$ cat config.mk
export PLATFORM = sky130hd
export DESIGN_NAME = sevenseg_capture
export DESIGN_NICKNAME = d
export VERILOG_FILES = /design/src/rtl/sevenseg_pkg.sv /design/src/rtl/sevenseg_capture_decode.sv /design/src/rtl/sevenseg_capture.sv
export SDC_FILE = /design/constraint.sdc
export NUM_CORES = 1
export LEC_CHECK = 0
export CORE_AREA = 4 4 101 103
export DETAILED_ROUTE_END_ITERATION = 7
export DIE_AREA = 0 0 105 107
export GPL_ROUTABILITY_DRIVEN = 0
export SYNTH_ARGS = -nofsm -noshare
export SYNTH_HDL_FRONTEND = slang
export SYNTH_SLANG_ARGS = --single-unit
$ cat constraint.sdc
create_clock -name clk_in -period 2.1 [get_ports clk_in]
set_input_delay 0.21 -clock clk_in [delete_from_list [all_inputs] [get_ports clk_in]]
set_output_delay 0.21 -clock clk_in [all_outputs]
set_load 0.02 [all_outputs]
$ cat src/rtl/sevenseg_pkg.sv
// Shared definitions for the seven-segment capture block:
// segment codes, FSM states, frame bundle and defaults.
package sevenseg_pkg;

    localparam int SETTLE_DEF   = 2;
    localparam int STABLE_N_DEF = 3;
    localparam int TIMEOUT_DEF  = 4096;

    // abcdefg, a in bit 6, 1 = lit
    localparam logic [6:0] SEG_0     = 7'b1111110;
    localparam logic [6:0] SEG_1     = 7'b0110000;
    localparam logic [6:0] SEG_2     = 7'b1101101;
    localparam logic [6:0] SEG_3     = 7'b1111001;
    localparam logic [6:0] SEG_4     = 7'b0110011;
    localparam logic [6:0] SEG_5     = 7'b1011011;
    localparam logic [6:0] SEG_6     = 7'b1011111;
    localparam logic [6:0] SEG_7     = 7'b1110000;
    localparam logic [6:0] SEG_8     = 7'b1111111;
    localparam logic [6:0] SEG_9     = 7'b1111011;
    localparam logic [6:0] SEG_BLANK = 7'b0000000;

    typedef enum logic [1:0] {
        WAIT_T = 2'd0,
        WAIT_U = 2'd1,
        CHECK  = 2'd2
    } state_t;

    typedef struct packed {
        logic       neg;
        logic [3:0] tens;
        logic [3:0] units;
    } frame_t;

    function automatic logic [6:0] bcd_to_bin(
        input logic [3:0] t,
        input logic [3:0] u
    );
        return (7'(t) * 7'd10) + 7'(u);
    endfunction

endpackage

$ cat src/rtl/sevenseg_capture_decode.sv
// Combinational segment-pattern to BCD digit decoder.
// A dark pattern is reported as blank, never as ok.
module seg7_decode
    import sevenseg_pkg::*;
(
    input  logic [6:0] seg,
    output logic [3:0] digit,
    output logic       ok,
    output logic       blank
);

    always_comb begin
        digit = 4'd0;
        ok    = 1'b1;
        blank = 1'b0;
        case (seg)
            SEG_0: digit = 4'd0;
            SEG_1: digit = 4'd1;
            SEG_2: digit = 4'd2;
            SEG_3: digit = 4'd3;
            SEG_4: digit = 4'd4;
            SEG_5: digit = 4'd5;
            SEG_6: digit = 4'd6;
            SEG_7: digit = 4'd7;
            SEG_8: digit = 4'd8;
            SEG_9: digit = 4'd9;
            SEG_BLANK: begin
                ok    = 1'b0;
                blank = 1'b1;
            end
            default: ok = 1'b0;
        endcase
    end

endmodule

$ cat src/rtl/sevenseg_capture.sv
// Captures a multiplexed two-digit signed display, debounces
// whole frames and publishes the stable reading.
module sevenseg_capture
    import sevenseg_pkg::*;
#(
    parameter int SETTLE   = SETTLE_DEF,
    parameter int STABLE_N = STABLE_N_DEF,
    parameter int TIMEOUT  = TIMEOUT_DEF
) (
    input  logic       clk_in,
    input  logic       rst_n,
    input  logic       a,
    input  logic       b,
    input  logic       c,
    input  logic       d,
    input  logic       e,
    input  logic       f,
    input  logic       g,
    input  logic       sign0,
    input  logic       dis1,
    input  logic       dis0,
    output logic [3:0] tens,
    output logic [3:0] units,
    output logic       neg,
    output logic [6:0] mag,
    output logic       valid,
    output logic       err,
    output logic       stale
);

    localparam int SW = $clog2(SETTLE + 1);
    localparam int MW = $clog2(STABLE_N + 1);
    localparam int IW = $clog2(TIMEOUT + 1);

    logic [9:0] raw;
    logic [9:0] sync1;
    logic [9:0] sync2;

    assign raw = {a, b, c, d, e, f, g, sign0, dis1, dis0};

    always_ff @(posedge clk_in or negedge rst_n) begin
        if (!rst_n) begin
            sync1 <= '1;
            sync2 <= '1;
        end else begin
            sync1 <= raw;
            sync2 <= sync1;
        end
    end

    logic [6:0] seg_s;
    logic       sign_s;
    logic       tens_on;
    logic       units_on;

    assign seg_s    = ~sync2[9:3];
    assign sign_s   = ~sync2[2];
    assign tens_on  = ~sync2[1] & sync2[0];
    assign units_on = sync2[1] & ~sync2[0];

    // Strobe age counters; each saturates so it fires once per assertion
    logic [SW-1:0] t_age;
    logic [SW-1:0] u_age;
    logic          t_smp;
    logic          u_smp;

    always_ff @(posedge clk_in or negedge rst_n) begin
        if (!rst_n) begin
            t_age <= '0;
            u_age <= '0;
        end else begin
            if (!tens_on)
                t_age <= '0;
            else if (t_age != SW'(SETTLE))
                t_age <= t_age + 1'b1;
            if (!units_on)
                u_age <= '0;
            else if (u_age != SW'(SETTLE))
                u_age <= u_age + 1'b1;
        end
    end

    assign t_smp = tens_on && (t_age == SW'(SETTLE - 1));
    assign u_smp = units_on && (u_age == SW'(SETTLE - 1));

    logic [3:0] dig;
    logic       dig_ok;
    logic       dig_blank;

    seg7_decode u_dec (
        .seg   (seg_s),
        .digit (dig),
        .ok    (dig_ok),
        .blank (dig_blank)
    );

    logic good_t;
    logic good_u;
    logic bad;
    logic accepted;

    assign good_t   = t_smp & (dig_ok | dig_blank);
    assign good_u   = u_smp & dig_ok;
    assign bad      = (t_smp & ~dig_ok & ~dig_blank) | (u_smp & ~dig_ok);
    assign accepted = good_t | good_u;

    state_t state;
    state_t state_nxt;

    always_ff @(posedge clk_in or negedge rst_n) begin
        if (!rst_n)
            state <= WAIT_T;
        else
            state <= state_nxt;
    end

    always_comb begin
        state_nxt = state;
        if (bad) begin
            state_nxt = WAIT_T;
        end else begin
            unique case (state)
                WAIT_T:  if (good_t) state_nxt = WAIT_U;
                WAIT_U:  if (good_u) state_nxt = CHECK;
                CHECK:   state_nxt = good_t ? WAIT_U : WAIT_T;
                default: state_nxt = WAIT_T;
            endcase
        end
    end

    logic load_t;
    logic load_u;
    logic do_check;

    always_comb begin
        load_t   = 1'b0;
        load_u   = 1'b0;
        do_check = 1'b0;
        if (!bad) begin
            unique case (state)
                WAIT_T: load_t = good_t;
                WAIT_U: begin
                    load_t = good_t;
                    load_u = good_u;
                end
                CHECK: begin
                    load_t   = good_t;
                    do_check = 1'b1;
                end
                default: ;
            endcase
        end
    end

    logic          cur_neg;
    logic [3:0]    cur_tens;
    logic [3:0]    cur_units;
    frame_t        cur_frame;
    frame_t        prev_frame;
    frame_t        pub_frame;
    logic [MW-1:0] match_cnt;
    logic [MW-1:0] match_nxt;
    logic          publish;

    // A lit minus on a zero reading is treated as plain zero
    always_comb begin
        cur_frame.tens  = cur_tens;
        cur_frame.units = cur_units;
        cur_frame.neg   = cur_neg & ((cur_tens != 4'd0) | (cur_units != 4'd0));
    end

    assign pub_frame = '{neg: neg, tens: tens, units: units};

    always_comb begin
        match_nxt = MW'(1);
        if (cur_frame == prev_frame) begin
            if (match_cnt == MW'(STABLE_N))
                match_nxt = match_cnt;
            else
                match_nxt = match_cnt + 1'b1;
        end
    end

    assign publish = do_check
                  && (match_nxt == MW'(STABLE_N))
                  && (cur_frame != pub_frame);

    always_ff @(posedge clk_in or negedge rst_n) begin
        if (!rst_n) begin
            cur_neg    <= 1'b0;
            cur_tens   <= 4'd0;
            cur_units  <= 4'd0;
            prev_frame <= '0;
            match_cnt  <= '0;
            tens       <= 4'd0;
            units      <= 4'd0;
            neg        <= 1'b0;
            mag        <= 7'd0;
            valid      <= 1'b0;
            err        <= 1'b0;
        end else begin
            valid <= publish;
            err   <= bad;
            if (load_t) begin
                cur_tens <= dig;
                cur_neg  <= sign_s;
            end
            if (load_u)
                cur_units <= dig;
            if (bad) begin
                match_cnt <= '0;
            end else if (do_check) begin
                match_cnt  <= match_nxt;
                prev_frame <= cur_frame;
            end
            if (publish) begin
                tens  <= cur_frame.tens;
                units <= cur_frame.units;
                neg   <= cur_frame.neg;
                mag   <= bcd_to_bin(cur_frame.tens, cur_frame.units);
            end
        end
    end

    logic [IW-1:0] idle_cnt;

    always_ff @(posedge clk_in or negedge rst_n) begin
        if (!rst_n) begin
            idle_cnt <= '0;
            stale    <= 1'b0;
        end else begin
            if (accepted)
                idle_cnt <= '0;
            else if (idle_cnt != IW'(TIMEOUT))
                idle_cnt <= idle_cnt + 1'b1;
            if (publish)
                stale <= 1'b0;
            else if (!accepted && idle_cnt == IW'(TIMEOUT - 1))
                stale <= 1'b1;
        end
    end

endmodule

==> Word-level counts from Yosys, hierarchy flattened <==
Index checks and enable logic that the tools add are counted.
{ "word_totals": {"register_bits": 78, "in_bits": 12, "out_inout_bits": 19, "wordCells": 114} }
{ "op_classes": {"add_sub_neg": 5, "mul": 1, "eq_ne": 26, "mux": 26, "n_bitwise": 19, "n_reduce_logical": 17} }
{ "ops": {"columns": ["operator", "n"], "rows": [
  ["$eq A7 B7 Y1 const B", 8],
  ["$pmux W4 S9", 1],
  ["$mux W13", 2],
  ["$mux W2", 11],
  ["$eq A7 B6 Y1 const B", 2],
  ["$add A13 B1 Y13 const B", 1],
  ["$eq A13 B12 Y1 const B", 1],
  ["$ne A13 B13 Y1 const B", 1],
  ["$mux W1", 11],
  ["$reduce_or A10 Y1", 1],
  ["$eq A9 B9 Y1", 1],
  ["$ne A9 B9 Y1", 1],
  ["$and A1 B1 Y1", 8],
  ["$reduce_bool A4 Y1", 2],
  ["$add A7 B4 Y7", 1],
  ["$logic_not A7 Y1", 1],
  ["$not A7 Y7", 1],
  ["$add A2 B1 Y2 const B", 3],
  ["$eq A2 B1 Y1 const B", 3],
  ["$eq A2 B2 Y1 const B", 3],
  ["$mul A4 B3 Y6 const B", 1],
  ["$ne A3 B3 Y1 const B", 2],
  ["$not A1 Y1", 6],
  ["$pmux W2 S3", 1],
  ["other kinds (9)", 21]
]} }

==> Logic depth before layout (Yosys ltp) <==
Gate-level depths: netlist (run 1).
{ "depth": {"word_depth": 12, "ltp_mapped": 8, "ltp_nobuf": 7} }

==> Cells and area by module <==
A second synthesis (run 1) with hierarchy kept.
{ "hier_totals": {"hier_cells": 322, "area_unflattened_um2": 3728.6} }
{ "by_module_without_submodules": {"columns": ["module", "n_inst", "cells_per_inst", "area_each_um2", "seq_area_each_um2"], "rows": [
  ["sevenseg_capture", 1, 285, 3492.1, 1951.9],
  ["seg7_decode", 1, 37, 236.5, 0.0]
]} }

==> Worst setup path before layout (run 1) <==
No wires, ideal clock.
{ "synth_timing": {"kind": "register -> register", "startpoint": "reg sync2[8]", "endpoint": "reg mag[6]", "setup_time_ns": 0.125, "t_arrival_ns": 1.992, "required_ns": 1.975, "path_slack_ns": -0.017, "stages_incl_launch_ff": 9, "path_buffers": 2, "period_less_slack_ns": 2.117, "cell_sequence": "dfstp_2 buf_2 and4b_1 o21ai_1 nand3_2 o211a_4 o21ai_4 buf_8 mux2_4"} }
{ "synth_via": {"elab_chain_cells": 11, "elab_cells_between_ends": 24, "cone_classes": "eq/ne (10); mux (3); bitwise (7); reduce/logical (4)"} }
{ "synth_lines": {"columns": ["element", "line_no", "source"], "rows": [
  ["start: declaration", "sevenseg_capture.sv:37", "logic [9:0] sync2;"],
  ["start signal: assignment", "sevenseg_capture.sv:47", "sync2 <= sync1;"],
  ["$not A7 Y7 (*)", "sevenseg_capture.sv:56", "assign seg_s = ~sync2[9:3];"],
  ["$eq A7 B7 Y1 / $eq A7 B6 Y1 (equally long branches)", "sevenseg_capture_decode.sv:16", "case (seg)"],
  ["$reduce_or A10 Y1 (no source line)", null, null],
  ["$mux W1", "sevenseg_capture_decode.sv:16", null],
  ["$not A1 Y1", "sevenseg_capture.sv:104", "assign bad = (t_smp & ~dig_ok & ~dig_blank) | (u_smp & ~dig_ok);"],
  ["$and A1 B1 Y1 (2 in series)", "sevenseg_capture.sv:104", null],
  ["$or A1 B1 Y1 (*)", "sevenseg_capture.sv:104", null],
  ["$mux W1 (*)", "sevenseg_capture.sv:139", "if (!bad) begin"],
  ["$logic_and A1 B1 Y1 (*)", "sevenseg_capture.sv:185", "&& (match_nxt == MW'(STABLE_N))"],
  ["$logic_and A1 B1 Y1 (*)", "sevenseg_capture.sv:186", "&& (cur_frame != pub_frame);"],
  ["end signal: assignment", "sevenseg_capture.sv:220", "mag <= bcd_to_bin(cur_frame.tens, cur_frame.units);"],
  ["end: declaration", "sevenseg_capture.sv:25", "output logic [6:0] mag,"]
]} }
Mark *: on every way between the ends. The rest lies on a longest branch, timed or not.
A chain may end at the register's enable or synchronous reset.

==> Worst setup path in the final report (run 1) <==
{ "layout_timing": {"startpoint": "reg sync2[3]", "endpoint": "reg mag[5]"} }
Same word-level chain as after synthesis.

==> qor.csv, run 1 <==
metric,value,unit
fin_crit,2.099,ns
synth-simple-area-share,13.72,%
setup_viol,0,
rsz0062_at_grt,true,
drt_iter0_markers,94,
drt_pass1_iterations,4,
yosysWarnings,0,
dieHeight,107,microns
dp_cells,458,
powerDensity,705.9,nW/um^2
placementRows,35,
finalHoldViolCount,0,
p_leak,0.002093,uW
clock_path_buffers,2,
vias,2403,
ir_drop,0.4385,mV
path_buf_inv,1,
tightestPinTransition,0.3606,ns
async_flop_share,100.0,%
synth_cell_type_count,51,
grt_pass1_wl,11.74,mm
dieArea,11240,sq um
numCtsBuffers,9,
antenna_cells,0,
intPower,2407,uW
cp_data_required_time,2.34,ns
seqPwrFrac,51.6,%
cts_root_buffer,clkbuf_8,
synth_seq_cells,77,
syn_avg_cell_area,12.16,sq um
htree_levels,3,
skew,0.006667,ns
core_area,9196,sq um
clkPwrFrac,37.7,%
synth_top_family_by_area,simple AND/OR/NAND/NOR gates,
slowest_delay,0.59,ns
nFillCells,844,
path_max_fanout,17,
vias_per_cell,4.955,
synth-edff-count,0,
final_cell_count_no_fill,485,
clkSlewWorstSetupHoldPaths,0.09,ns
netlist_area,3685,sq um
syn2layout_area_growth,26.62,%
drive_gt1_share,34.22,%
holdWs,0.2532,ns
p_sw_share,26.92,%
tritoncts,yes,
cts.sinks,77,
end_kind,flip-flop,
routed_wl,6.868,mm
antenna_found_initial,0,
synth_mux_area_share,10.73,%
ant_nets,0,
fmax,476.4,MHz
synth_xor_xnor_area_share,8.081,%
ios,31,
clock_latency,0.35,ns
max-cap-violations,0,
die_w,105,microns
numPortBuffers,30,
ys_seq_area_share,52.97,%
slew_viol_final,0,
start_kind,flip-flop,
path_class,reg -> reg,
grt-ovfl-total,0,
synthFlopType,dfrtp_1,
arrival,2.34,ns
synth_compound_area_share,5.806,%
slew_headroom,75.77,%
drc_errors,0,
synthAdderAreaFrac,5.161,%
crit_chain,nor4bb_2 -> o31ai_2 -> nand3_4 -> o211a_4 -> o21ai_4 -> buf_12 -> mux2_2,
syn_nets,329,
post-route-period-util,99.96,%
crit_slowest_cell,dfstp_2,
grt_max_degree,57,
status,"finished, final reports clean",
start_util,40.07,%
wl_per_cell,14.16,microns
hold_path_class,in -> reg,
netlist_instances,303,
nets,395,
switching_power,886.8,uW
grt_pass1_vias,2404,
combPwrFrac,10.7,%
hpwl,4.802,mm
grt_use_total,13.19,%
critPathTopFamily,compound AO/OA/AOI/OAI gates,
-- what timing repair did --
action	4_1_cts	5_1_grt
pin swaps	1	8
gates cloned	0	0
endpoints found under the hold margin	21	0
resized for setup	3	18
buffers inserted	2	8
endpoints found under the setup margin	5	28
hold buffers	1	0
-- power groups by stage --
| stage | Sequential, uW | Combinational [uW] | Clock (uW) |
|---|---|---|---|
| floorplan | 1700 | 234 | 0 |
| global placement | 1720 | 339 | 0 |
| detailed placement | 1720 | 350 | 0 |
| CTS | 1700 | 355 | 1280 |
| global route | 1720 | 420 | 1340 |
| finish | 1700 | 354 | 1240 |
-- flip-flops by register name (all words and copies together), names as in the netlist, 4 cells and up --
register / count
tens: 4
cur_tens: 4
mag: 6
idle_cnt: 13
prev_frame: 9
sync2: 10
sync1: 10
units: 4
cur_units: 4
-- cell usage in the layout, fill, tap and decap left out, types with 3 or more instances in the layout --
| cell type | instances |
|---|---|
| buf_12 | 3 |
| dfstp_2 | 20 |
| nor3_1 | 9 |
| clkdlybuf4s50_1 | 29 |
| mux2_4 | 10 |
| nand4_1 | 4 |
| a21oi_1 | 10 |
| o21ai_0 | 5 |
| nand3_1 | 8 |
| xor2_1 | 9 |
| nand2b_1 | 3 |
| nor2_2 | 3 |
| ha_1 | 9 |
| mux2_2 | 21 |
| nor4_1 | 4 |
| xnor2_1 | 23 |
| dfrtp_1 | 52 |
| inv_1 | 15 |
| nor2_1 | 29 |
| clkbuf_8 | 9 |
| buf_4 | 32 |
| dfrtp_2 | 5 |
| nand2_1 | 10 |
-- final timing paths --
path	startpoint	to	slack (ns)	cells after the start
min in group asynchronous	rst_n	t_age[0]	0.29	2
max	sync2[3]	mag[5]	0.0009	7
min reg2reg	sync1[9]	sync2[9]	0.36	0
max in group asynchronous	rst_n	sync2[2]	1.19	3
max reg2reg	sync2[3]	mag[5]	0.0009	7
min	f	sync1[4]	0.25	1
-- kinds of logic (layout without fill, tap and decap cells) --
| family | Yosys count | count (layout) |
|---|---|---|
| simple gates | 91 | 91 |
| compound gates | 29 | 29 |
| xor+xnor | 34 | 34 |
| mux | 33 | 33 |
| buf+inv | 25 | 96 |
| flops | 77 | 77 |
| fa+ha+maj | 14 | 14 |
-- cell type report --
type	count	area, sq um	area share (%)
flip-flops and latches	77	1958	41.97
multi-input cells	201	1689	36.20
clock inverters	6	73.82	1.582
well taps	111	138.9	2.977
clock buffers	10	148.9	3.191
inverters	15	56.30	1.207
repair buffers	65	600.6	12.87
-- synthesized netlist by cell type (2+ instances only) --
| cell | instances | area [sq um] |
|---|---|---|
| nand2_1 | 10 | 37.54 |
| mux2_4 | 7 | 105.1 |
| buf_4 | 3 | 22.52 |
| nand2b_1 | 3 | 18.77 |
| nand3_1 | 8 | 40.04 |
| buf_2 | 5 | 25.02 |
| nor2b_1 | 2 | 12.51 |
| nor3b_1 | 2 | 15.01 |
| a21oi_1 | 10 | 50.05 |
| a31oi_1 | 2 | 12.51 |
| o21a_1 | 2 | 15.01 |
| fa_1 | 2 | 40.04 |
| dfstp_2 | 20 | 525.5 |
| ha_1 | 12 | 150.1 |
| nand4_1 | 4 | 25.02 |
| nand3b_1 | 2 | 15.01 |
| xor2_1 | 9 | 78.83 |
| or3_1 | 2 | 12.51 |
| inv_1 | 15 | 56.30 |
| nor4b_1 | 2 | 17.52 |
| o21ai_0 | 5 | 25.02 |
| mux2i_1 | 2 | 20.02 |
| nor3_1 | 9 | 45.04 |
| mux2_2 | 24 | 270.3 |
| nor2_1 | 31 | 116.4 |
| and4_1 | 2 | 17.52 |
| nor4_1 | 4 | 25.02 |
| dfrtp_1 | 57 | 1426 |
| xnor2_1 | 25 | 219.0 |
-- metrics by stage --
stage | area [sq um] | setup WS (ns) | power [uW] | utilization [%] | TNS (ns)
final | 4666 | 0.0008802 | 3294 | 50.73 | 0
after global routing | 4666 | -0.07524 | 3472 | 50.73 | -1.112
after CTS | 4506 | 0.005316 | 3336 | 48.99 | 0
after detailed placement | 4253 | -0.03961 | 2073 | 46.24 | -0.03961
after global placement | 4253 | 0.03714 | 2062 | 46.24 | 0
after floorplan | 3685 | 0.006481 | 1939 | - | 0
-- layer usage --
layer  vias up  wire, microns  share of wire, %  track usage, %
li1       1169              -                 -               -
met1      1185           3280                48           17.16
met2        38           3278                48           21.08
met3        11            221               3.2           3.672
met4         0             88               1.3           4.873
met5         -              0                 0               0
No activity file was read; power rests on OpenSTA's default activity.
==> inputs of run 2 (changes only) <==
- SLEW_MARGIN: unset -> 10
==> results of run 2 <==
The final DEF is identical to that of run 1; final timing and power are the same.
